`src/rtl/uart_pkg.sv`:
```
// Shared types and constants for the UART transmit scheduler and its picker.
package uart_pkg;

  localparam int UART_BYTE_W      = 8;
  localparam int BUSY_TIMEOUT_DEF = 4;

  typedef enum logic [1:0] {
    IDLE,
    ISSUE,
    WAIT_BUSY,
    WAIT_DONE
  } sched_state_t;

endpackage

```
`src/rtl/uart_rr_pick.sv`:
```
// Combinational rotate-priority picker: the first requester at or after i_ptr wins,
// or only i_lockIdx is considered while the channel is locked.
module uart_rr_pick #(
  parameter int N_REQ = 4,
  parameter int IDX_W = 2
) (
  input  logic [N_REQ-1:0] i_req,
  input  logic [IDX_W-1:0] i_ptr,
  input  logic             i_lock,
  input  logic [IDX_W-1:0] i_lockIdx,
  output logic [IDX_W-1:0] o_idx,
  output logic             o_found
);

  always_comb begin
    logic [IDX_W-1:0] cand;
    o_idx   = '0;
    o_found = 1'b0;
    cand    = '0;
    if (i_lock) begin
      o_idx   = i_lockIdx;
      o_found = i_req[i_lockIdx];
    end else begin
      // Walk from farthest to nearest so the candidate closest to the pointer is written last.
      for (int i = N_REQ - 1; i >= 0; i--) begin
        cand = IDX_W'((int'(i_ptr) + i) % N_REQ);
        if (i_req[cand]) begin
          o_idx   = cand;
          o_found = 1'b1;
        end
      end
    end
  end

endmodule

```
`src/rtl/uart_tx_sched.sv`:
```
// Round-robin scheduler sharing one UART TX path between N_REQ byte sources.
// Define UART_TX_SCHED_PRIO_EN for fixed lowest-index-first priority instead.
module uart_tx_sched
  import uart_pkg::*;
#(
  parameter int N_REQ        = 4,
  parameter int IDX_W        = 2,
  parameter int BUSY_TIMEOUT = BUSY_TIMEOUT_DEF
) (
  input  logic                         clk_i,
  input  logic                         reset,
  input  logic [N_REQ-1:0]             req_valid_i,
  input  logic [N_REQ*UART_BYTE_W-1:0] req_data_i,
  input  logic [N_REQ-1:0]             req_last_i,
  output logic [N_REQ-1:0]             req_ready_o,
  output logic [UART_BYTE_W-1:0]       uart_tx_data_o,
  output logic                         uart_tx_en_o,
  input  logic                         uart_busy_i,
  output logic [IDX_W-1:0]             grant_o,
  output logic                         locked_o,
  output logic                         err_o
);

  localparam int CNT_W = $clog2(BUSY_TIMEOUT + 1);

  sched_state_t           r_state, w_nextState;
  logic [N_REQ-1:0]       r_ready;
  logic [IDX_W-1:0]       r_pendIdx, r_grant, w_ptr, w_pickIdx;
  logic [UART_BYTE_W-1:0] r_data, w_pendData;
  logic [CNT_W-1:0]       r_cnt;
  logic                   r_locked, w_found, w_offering, w_accept, w_acceptLast;
  logic                   w_timeout, w_canPick;

  function automatic logic [IDX_W-1:0] nextIdx(input logic [IDX_W-1:0] k);
    return (int'(k) == N_REQ - 1) ? '0 : k + 1'b1;
  endfunction

  assign w_offering   = |r_ready;
  assign w_accept     = (r_state == IDLE) && w_offering && req_valid_i[r_pendIdx];
  assign w_acceptLast = w_accept && req_last_i[r_pendIdx];
  assign w_timeout    = (r_state == WAIT_BUSY) && !uart_busy_i && (r_cnt == CNT_W'(1));
  assign w_canPick    = (r_state == IDLE) && !w_offering && !uart_busy_i && w_found;

  uart_rr_pick #(.N_REQ(N_REQ), .IDX_W(IDX_W)) u_pick (
    .i_req     (req_valid_i),
    .i_ptr     (w_ptr),
    .i_lock    (r_locked),
    .i_lockIdx (r_grant),
    .o_idx     (w_pickIdx),
    .o_found   (w_found)
  );

`ifdef UART_TX_SCHED_PRIO_EN
  assign w_ptr = '0;
`else
  logic [IDX_W-1:0] r_ptr;

  // The pointer only moves past a source once its message ends or it times out.
  always_ff @(posedge clk_i) begin
    if (reset)             r_ptr <= '0;
    else if (w_timeout)    r_ptr <= nextIdx(r_grant);
    else if (w_acceptLast) r_ptr <= nextIdx(r_pendIdx);
  end

  assign w_ptr = r_ptr;
`endif

  always_comb begin
    w_pendData = '0;
    for (int k = 0; k < N_REQ; k++) begin
      if (r_pendIdx == IDX_W'(k)) w_pendData = req_data_i[k*UART_BYTE_W +: UART_BYTE_W];
    end
  end

  always_ff @(posedge clk_i) begin
    if (reset) r_state <= IDLE;
    else       r_state <= w_nextState;
  end

  always_comb begin
    w_nextState  = r_state;
    uart_tx_en_o = 1'b0;
    err_o        = 1'b0;
    case (r_state)
      IDLE: begin
        if (w_accept) w_nextState = ISSUE;
      end
      ISSUE: begin
        uart_tx_en_o = 1'b1;
        w_nextState  = WAIT_BUSY;
      end
      WAIT_BUSY: begin
        err_o = w_timeout;
        if (uart_busy_i)    w_nextState = WAIT_DONE;
        else if (w_timeout) w_nextState = IDLE;
      end
      WAIT_DONE: begin
        if (!uart_busy_i) w_nextState = IDLE;
      end
      default: w_nextState = IDLE;
    endcase
  end

  // Ready is offered for one cycle after the pick; the byte moves only if valid is still high then.
  always_ff @(posedge clk_i) begin
    if (reset) begin
      r_ready   <= '0;
      r_pendIdx <= '0;
      r_data    <= '0;
      r_grant   <= '0;
      r_locked  <= 1'b0;
      r_cnt     <= '0;
    end else begin
      r_ready <= '0;
      if (w_canPick) begin
        r_ready   <= N_REQ'(1) << w_pickIdx;
        r_pendIdx <= w_pickIdx;
      end
      if (w_accept) begin
        r_data   <= w_pendData;
        r_grant  <= r_pendIdx;
        r_locked <= !req_last_i[r_pendIdx];
      end else if (w_timeout) begin
        r_locked <= 1'b0;
      end
      if (r_state == ISSUE)                          r_cnt <= CNT_W'(BUSY_TIMEOUT);
      else if (r_state == WAIT_BUSY && !uart_busy_i) r_cnt <= r_cnt - CNT_W'(1);
    end
  end

  assign req_ready_o    = r_ready;
  assign uart_tx_data_o = r_data;
  assign grant_o        = r_grant;
  assign locked_o       = r_locked;

endmodule

```
`config.mk`:
```
export PLATFORM = sky130hd
export DESIGN_NAME = uart_tx_sched
export DESIGN_NICKNAME = d
export VERILOG_FILES = /design/src/rtl/uart_pkg.sv /design/src/rtl/uart_rr_pick.sv /design/src/rtl/uart_tx_sched.sv
export SDC_FILE = /design/constraint.sdc
export NUM_CORES = 1
export LEC_CHECK = 0
export BUFFER_PORTS_ARGS = -buffer_cell sky130_fd_sc_hd__buf_2
export CAP_MARGIN = 20
export CORE_ASPECT_RATIO = 1.5
export CORE_MARGIN = 2
export CORE_UTILIZATION = 52
export DETAILED_ROUTE_END_ITERATION = 10
export PLACE_DENSITY = 0.93
export SETUP_SLACK_MARGIN = 0.4
export SYNTH_ARGS = -nofsm -noshare
export SYNTH_HDL_FRONTEND = slang
export SYNTH_SLANG_ARGS = --single-unit
export TNS_END_PERCENT = 10
```
`constraint.sdc`:
```
create_clock -name clk_i -period 4.64 [get_ports clk_i]
set_clock_uncertainty 0.1 [all_clocks]
set_input_delay 0.464 -clock clk_i [delete_from_list [all_inputs] [get_ports clk_i]]
set_output_delay 0.464 -clock clk_i [all_outputs]
set_load 0.05 [all_outputs]
```
==> metrics.log, run 1 <==
[metrics] result of the run: completed
[metrics] max_cap viols: 0
[metrics] number of global-route vias before repair: around 1500
[metrics] Worst VDD drop: 0.000271 V
[metrics] fin. max-slew vios: 0
[metrics] Initial DRT Pass Iterations: 4
[metrics] area of the mapped netlist: 0.00149 mm^2
[metrics] RD Place Congestion: 0.874
[metrics] number of nets in the synthesized netlist: 237
[metrics] DR vias/cell: 5.95
[metrics] CP Cell Sequence: mux4_2 > and3_1 > nand2_4 > or3_1 > a311oi_1
[metrics] number of setup violations in the final report: 0
[metrics] Cell Rows: 23
[metrics] n_diodes: 0
[metrics] worst path setup slack after routing: 2.30 ns
[metrics] syn avg cell area: roughly 8.0 um^2
[metrics] clock network latency to the later pin of the worst-skew pair: between 0.2 and 0.3 ns
[metrics] Floorplan Core Area: 0.00271 mm^2
[metrics] switching part of the total: 35.4%
[metrics] buffer count from post-CTS setup fixing: 0
[metrics] Yosys warning count: 0
[metrics] layout cells sized above 1: 29.2%
[metrics] time the final worst path needs with I/O delays and setup: 2.34 ns
[metrics] Peak Freq: 428 MHz
[metrics] number of flops mapped to enable cells by yosys: 0
[metrics] sinks on the clock net: 24
[metrics] maximum number of pins on one net before global-route repair: 24
[metrics] sort of element at the start of the critical path: flop
[metrics] main combinational cell family by area after synthesis: compound AO/OA/AOI/OAI gates
[metrics] async set or reset register ratio after synthesis: 0%
[metrics] total negative slack for setup checks: 0 ns
[metrics] Die ar.: 0.00332 mm^2
[metrics] vertical die dimension: 69.6 um
[metrics] number of antenna violations at the first check in global routing: 0
[metrics] Least-Margin Pin Slew: ~0.68 ns
[metrics] average wire per standard cell: 14.2 um
[metrics] aggregate global-route resource usage: 24.4%
[metrics] number of fill cells: 247
[metrics] type of the setup path with the least slack: reg2reg
[metrics] Worst-path clk slew: 0.08 ns
[metrics] number of buffers added by the clock tree synthesis step: 3
[metrics] clock network fraction of total power: 27.6%
[metrics] area share of fa/ha/maj cells after synthesis: 5.87%
[metrics] sequential cell area: 480 um^2
[metrics] Synth Area in Simple Gates: approximately 25%
[metrics] TritonCTS clock tree: done
[metrics] Arr. time, crit path: between 2 and 2.5 ns
[metrics] Area growth syn-to-layout: 24.1%
[metrics] setup repair after global routing missed its margin: false
[metrics] CP max stage delay: 0.56 ns
[metrics] DR vias: 1647
[metrics] Slew Limit Headroom: 55.0%
[metrics] Synth Area in XOR/XNOR: 0%
[metrics] critical path capture point type: flop
[metrics] power per standard cell area: ~360 mW/mm^2
[metrics] logic gate share of total power: 34.4%
[metrics] overall overflow remaining after global route: 0
[metrics] switching component of the power: 0.000233 W
[metrics] prevailing post-synth register cell: sky130_fd_sc_hd__dfxtp_1
[metrics] leakage power: 0.800 nW
[metrics] overall routed net length: 3930 um
[metrics] residual antenna-violating net count after detailed routing: 0
[metrics] initial detailed-routing violation count: 48
[metrics] effective utilization at floorplan: 55.1%
[metrics] H-tree levels: 1
[metrics] multi-input gate area in the final layout: 908 um^2
[metrics] number of hold-slack violations in the final timing report: 0
[metrics] post-route DRC violation count: 0
[metrics] Worst Path Required: 4.72 ns
[metrics] post-route fraction of the period consumed by the critical path: 50.4%
[metrics] Flop pwr share: 38.0%
[metrics] number of gates resized after CTS: 0
[metrics] maximum net fanout on the critical path: 18
[metrics] Netlist cell types: 39
[metrics] kind of path behind the tightest hold check: in2reg
[metrics] cells after synthesis: 187
[metrics] Die W: 47.7 um
[metrics] hold bufs inserted after CTS: 0
[metrics] share of the synthesized area in compound gates (AO/OA/AOI/OAI): 24.9%
[metrics] buffer cell driving the clock tree root: sky130_fd_sc_hd__clkbuf_8
[metrics] maximum root-to-sink buffer count: 2
[metrics] cell internal pwr: 0.000426 W
[metrics] mux share of post-synthesis cell area: 5.20%
[metrics] Place WS: 2.25 ns
[metrics] top-level I/O count: 60
[metrics] sequential-to-total area share from yosys stat: 32.2%
[metrics] global-route wire length before repair: between 6000 and 7000 um
[metrics] Total Nets Final: 291
[metrics] number of flip-flops and latches in the synthesized netlist: 24
[metrics] number of input and output port buffers inserted: 59
[metrics] DP Wirelength: 2950 um
[metrics] Max stage delay cell, worst path: sky130_fd_sc_hd__dfxtp_1
[through the flow]
stage          util [%]  power [W]  instances  hold slack [ns]  cell area [um^2]
6_report           68.4   0.000658        277            0.365              1850
4_1_cts            68.4   0.000660        277            0.360              1850
2_1_floorplan         -   0.000421        187            0.384              1490
3_5_place_dp       65.8   0.000479        273            0.401              1780
3_3_place_gp       65.8   0.000473        273            0.392              1780
5_1_grt            68.4   0.000694        277            0.372              1850
[critical path, delay by kind of cell, from the launching register on]
family / cells / cell delay, ns
AOI/OAI and AO/OA: 1 / 0.28
and+or+nand+nor: 3 / 0.97
muxes: 1 / 0.32
DFF: 1 / 0.56
[cells in the mapped netlist, drive strengths merged, types with 2 or more instances]
library cell | instances | area (um^2)
nor2b | 12 | 75.1
a32oi | 2 | 17.5
a21oi | 8 | 40.0
a221oi | 9 | 78.8
o21ai | 15 | 75.1
or3 | 2 | 12.5
o311ai | 7 | 61.3
ha | 7 | 87.6
mux2 | 2 | 22.5
nor3 | 2 | 10.0
nand3 | 5 | 25.0
inv | 13 | 48.8
buf | 4 | 31.3
nor2 | 22 | 82.6
a211oi | 2 | 20.0
dfxtp | 24 | 480
nand2 | 20 | 82.6
nand2b | 4 | 25.0
a311oi | 3 | 26.3
clkbuf | 6 | 22.5
nand4 | 3 | 18.8
mux4 | 2 | 45.0
[path summary, 6_finish.rpt]
check | slack [ns] | end | depth (start not counted) | start
worst min-delay path | 0.36 | uart_tx_data_o[1] | 3 | req_data_i[25]
worst max-delay path | 2.30 | r_ptr[0] | 5 | r_pendIdx[0]
worst max register to register | 2.30 | r_ptr[0] | 5 | r_pendIdx[0]
worst min register to register | 0.42 | uart_tx_data_o[1] | 2 | uart_tx_data_o[1]
[routing by layer]
layer  wire length, um  global-route usage [%]
met5                 0                       0
met4                53                    7.21
met3               272                    3.13
met2              2090                    44.6
met1              1520                    26.8
[cells by family after synthesis]
kind of cell | count (synthesis)
AND/OR/NAND/NOR | 75
AO/OA/AOI/OAI | 53
flip-flops | 24
buffers and inverters | 23
adder cells (fa/ha/maj) | 7
multiplexers | 5
[power groups by stage]
stage                     registers, W  clock network, W  logic, W
after floorplan               0.000293                 0  0.000128
after global placement        0.000254                 0  0.000219
after detailed placement      0.000254                 0  0.000224
after CTS                     0.000250          0.000184  0.000226
after global routing          0.000253          0.000193  0.000247
final                         0.000250          0.000182  0.000226
[registers in the layout (all words and copies together), names as in the netlist]
signal,cells
uart_tx_data_o,8
r_pendIdx,2
req_ready_o,4
grant_o,2
r_state,2
locked_o,1
r_ptr,2
r_cnt,3
[final cells by class]
| cell class | count | share of cell area [%] |
|---|---|---|
| clock buffer | 3 | 2.23 |
| clock inverter | 1 | 1.62 |
| inverter | 13 | 2.64 |
| multi-input combinational | 140 | 49.1 |
| sequential | 24 | 26.0 |
| tap | 37 | 2.50 |
| timing repair buffer | 59 | 16.0 |
[layout by cell type (no fill, tap or decap), drive strengths merged, types with 3 or more instances in the layout]
cell    Yosys  final
a21oi       8      8
a221oi      9      9
a311oi      3      3
buf         4     59
clkbuf      6      3
dfxtp      24     24
ha          7      7
inv        13     13
nand2      20     20
nand2b      4      4
nand3       5      5
nand4       3      3
nor2       22     22
nor2b      12     12
o21ai      15     15
o311ai      7      7
(Power assumes the default switching activity.)
==> run 2, diff against run 1 <==
--- a/config.mk
+++ b/config.mk
@@ -9,9 +9,9 @@
 export CAP_MARGIN = 20
 export CORE_ASPECT_RATIO = 1.5
 export CORE_MARGIN = 2
-export CORE_UTILIZATION = 52
+export CORE_UTILIZATION = 43
 export DETAILED_ROUTE_END_ITERATION = 10
-export PLACE_DENSITY = 0.93
+export PLACE_DENSITY = 0.83
 export SETUP_SLACK_MARGIN = 0.4
 export SYNTH_ARGS = -nofsm -noshare
 export SYNTH_HDL_FRONTEND = slang
==> constraint.sdc (replaced) <==
create_clock -name clk_i -period 1.92 [get_ports clk_i]
set_clock_uncertainty 0.1 [all_clocks]
set_input_delay 0.192 -clock clk_i [delete_from_list [all_inputs] [get_ports clk_i]]
set_output_delay 0.192 -clock clk_i [all_outputs]
set_load 0.05 [all_outputs]
==> run 2 against run 1 <==
- sequential cell count unchanged
- fmax increased by 25%
- combinational power increased to 2.8 times the previous value
- total power increased to 2.5 times the previous value
==> metrics.log, run 2 (synthesis results as in run 1) <==
[metrics] result of the run: completed (unchanged)
[metrics] Arr. time, crit path: 1.99 ns (was 2.41 ns)
[metrics] top-level I/O count: 60 (unchanged)
[metrics] kind of path behind the tightest hold check: in2reg (unchanged)
[metrics] switching component of the power: 0.000593 W (was 0.000233 W)
[metrics] max_cap viols: 0 (unchanged)
[metrics] Total Nets Final: 303 (was 291)
[metrics] CP Launch Point: req_ready_o[1] (was r_pendIdx[0])
[metrics] maximum net fanout on the critical path: 4 (was 18)
[metrics] clock network fraction of total power: 26.8% (was 27.6%)
[metrics] DR vias: 1681 (was 1647)
[metrics] TritonCTS clock tree: done (unchanged)
[metrics] effective utilization at floorplan: 44.5% (was 55.1%)
[metrics] number of setup violations in the final report: 0 (unchanged)
[metrics] residual antenna-violating net count after detailed routing: 0 (unchanged)
[metrics] fin. max-slew vios: 0 (unchanged)
[metrics] global-route wire length before repair: 6700 um (was 6220 um)
[metrics] Slew Limit Headroom: 70.9% (was 55.0%)
[metrics] post-route fraction of the period consumed by the critical path: 97.4% (was 50.4%)
[metrics] most common library cell in the layout ignoring fill and taps: sky130_fd_sc_hd__buf_2 (unchanged)
[metrics] critical path capture point type: flop (unchanged)
[metrics] final core area utilization: 59.4% (was 68.4%)
[metrics] aggregate global-route resource usage: 21.3% (was 24.4%)
[metrics] reg2reg path depth: 5 (unchanged)
[metrics] post-route DRC violation count: 0 (unchanged)
[metrics] maximum root-to-sink buffer count: 2 (unchanged)
[metrics] Worst Path Required: 2.04 ns (was 4.72 ns)
[metrics] buffer cell driving the clock tree root: sky130_fd_sc_hd__clkbuf_8 (unchanged)
[metrics] n_diodes: 0 (unchanged)
[metrics] worst reg2reg endpoint: req_ready_o[2] (was r_ptr[0])
[metrics] top library cells by usage in the layout, fill and taps aside: 59 x sky130_fd_sc_hd__buf_2, 22 x sky130_fd_sc_hd__nor2_1, 19 x sky130_fd_sc_hd__nand2_1 (was 59 x sky130_fd_sc_hd__buf_2, 24 x sky130_fd_sc_hd__dfxtp_1, 22 x sky130_fd_sc_hd__nor2_1)
[metrics] number of hold-slack violations in the final timing report: 0 (unchanged)
[metrics] number of antenna violations at the first check in global routing: 0 (unchanged)
[metrics] power per standard cell area: 842 mW/mm^2 (was 356 mW/mm^2)
[metrics] Flop pwr share: 35.5% (was 38.0%)
[metrics] Area growth syn-to-layout: 33.4% (was 24.1%)
[metrics] vertical die dimension: 76.1 um (was 69.6 um)
[metrics] average wire per standard cell: 13.8 um (was 14.2 um)
[metrics] time the final worst path needs with I/O delays and setup: 1.87 ns (was 2.34 ns)
[metrics] leakage power: 0.877 nW (was 0.800 nW)
[metrics] buffer count from post-CTS setup fixing: 0 (unchanged)
[metrics] RD Place Congestion: 0.835 (was 0.874)
[metrics] Tot Pwr: 0.00168 W (was 0.000658 W)
[metrics] Least-Margin Pin Slew: 0.437 ns (was 0.675 ns)
[metrics] cell internal pwr: 0.00108 W (was 0.000426 W)
[metrics] number of global-route vias before repair: 1622 (was 1526)
[metrics] fin area: 0.00199 mm^2 (was 0.00185 mm^2)
[metrics] initial detailed-routing violation count: 69 (was 48)
[metrics] DR vias/cell: 5.72 (was 5.95)
[metrics] overall routed net length: 4040 um (was 3930 um)
[metrics] standard cell area after detailed placement: 0.00190 mm^2 (was 0.00178 mm^2)
[metrics] Die W: 52.1 um (was 47.7 um)
[metrics] flip-flop count of the largest register after layout: 8 (unchanged)
[metrics] layout cells sized above 1: 36.5% (was 29.2%)
[metrics] H-tree levels: 1 (unchanged)
[metrics] number of fill cells: 298 (was 247)
[metrics] DP Wirelength: 3060 um (was 2950 um)
[metrics] R2R setup slack: 0.05 ns (was 2.30 ns)
[metrics] maximum number of pins on one net before global-route repair: 24 (unchanged)
[metrics] Peak Freq: 535 MHz (was 428 MHz)
[metrics] sinks on the clock net: 24 (unchanged)
[metrics] Die ar.: 0.00397 mm^2 (was 0.00332 mm^2)
[metrics] sort of element at the start of the critical path: flop (unchanged)
[metrics] total negative slack for setup checks: 0 ns (unchanged)
[metrics] type of the setup path with the least slack: reg2reg (unchanged)
[metrics] Worst VDD drop: 0.000479 V (was 0.000271 V)
[metrics] number of input and output port buffers inserted: 59 (unchanged)
[metrics] Floorplan Core Area: 0.00335 mm^2 (was 0.00271 mm^2)
[metrics] switching part of the total: 35.4% (about the same)
[metrics] logic gate share of total power: 37.7% (was 34.4%)
[metrics] setup repair after global routing missed its margin: true (was false)
[metrics] clock network latency to the later pin of the worst-skew pair: 0.27 ns (about the same)
[metrics] Worst Setup EP: req_ready_o[2] (was r_ptr[0])
[metrics] Worst-path clk slew: 0.09 ns (was 0.08 ns)
[metrics] beginning of the worst register-to-register path: req_ready_o[1] (was r_pendIdx[0])
[metrics] Cell Rows: 26 (was 23)
[metrics] number of buffers added by the clock tree synthesis step: 3 (unchanged)
[metrics] overall overflow remaining after global route: 0 (unchanged)
[metrics] Initial DRT Pass Iterations: 4 (unchanged)
run 2: area by class of cell:
type	count	area, um^2	area share (%)
sequential	24	490	24.7
tap	42	52.6	2.64
clock inverter	1	30.0	1.51
clock buffer	3	41.3	2.08
inverter	13	48.8	2.45
multi-input combinational	140	928	46.7
timing repair buffer	71	398	20.0
run 2: worst min path at each step:
stage	startpoint	to	depth (start not counted)
after floorplan	uart_busy_i	r_state[0]	2
after detailed placement	req_data_i[25]	uart_tx_data_o[1]	3
after global placement	req_data_i[25]	uart_tx_data_o[1]	3
after global routing	req_data_i[25]	uart_tx_data_o[1]	3
after CTS	req_data_i[25]	uart_tx_data_o[1]	3
final	req_data_i[25]	uart_tx_data_o[1]	3
run 2: through the flow:
| stage | cells | setup WS (ns) | hold WS [ns] |
|---|---|---|---|
| 2_1_floorplan | 187 | 0.0341 | 0.241 |
| 3_3_place_gp | 290 | 0.105 | 0.377 |
| 3_5_place_dp | 290 | 0.00667 | 0.391 |
| 4_1_cts | 294 | 0.0629 | 0.103 |
| 5_1_grt | 294 | 0.00472 | 0.127 |
| 6_report | 294 | 0.0508 | 0.0998 |
run 2: power groups by stage:
stage	sequential (W)	combinational (W)	clock, W
final	0.000594	0.000632	0.000450
after CTS	0.000593	0.000619	0.000451
after global routing	0.000600	0.000692	0.000474
after floorplan	0.000709	0.000315	0
after detailed placement	0.000603	0.000601	0
after global placement	0.000601	0.000589	0
run 2: worst max-delay path, cell delays in order (launching register included):
cell                       delay (ns)
sky130_fd_sc_hd__dfxtp_4         0.35
sky130_fd_sc_hd__or4_4           0.57
sky130_fd_sc_hd__a211oi_2        0.19
sky130_fd_sc_hd__nand3_2         0.12
sky130_fd_sc_hd__or3b_1          0.38
sky130_fd_sc_hd__nor2b_1         0.11
run 2: repair_timing:
item                                    in CTS  in global routing
endpoints found under the setup margin      18                 19
hold buffers                                 0                  0
gates resized for setup                      6                 11
pin swaps                                    0                  6
hold endpoints to repair                     0                  0
run 2: layer usage:
metal	GRT usage, %	vias up	share of wire (%)
li1	-	807	-
met1	24.1	775	38
met2	37.5	88	51
met3	2.75	11	7.7
met4	10.5	0	2.3
met5	0	-	0
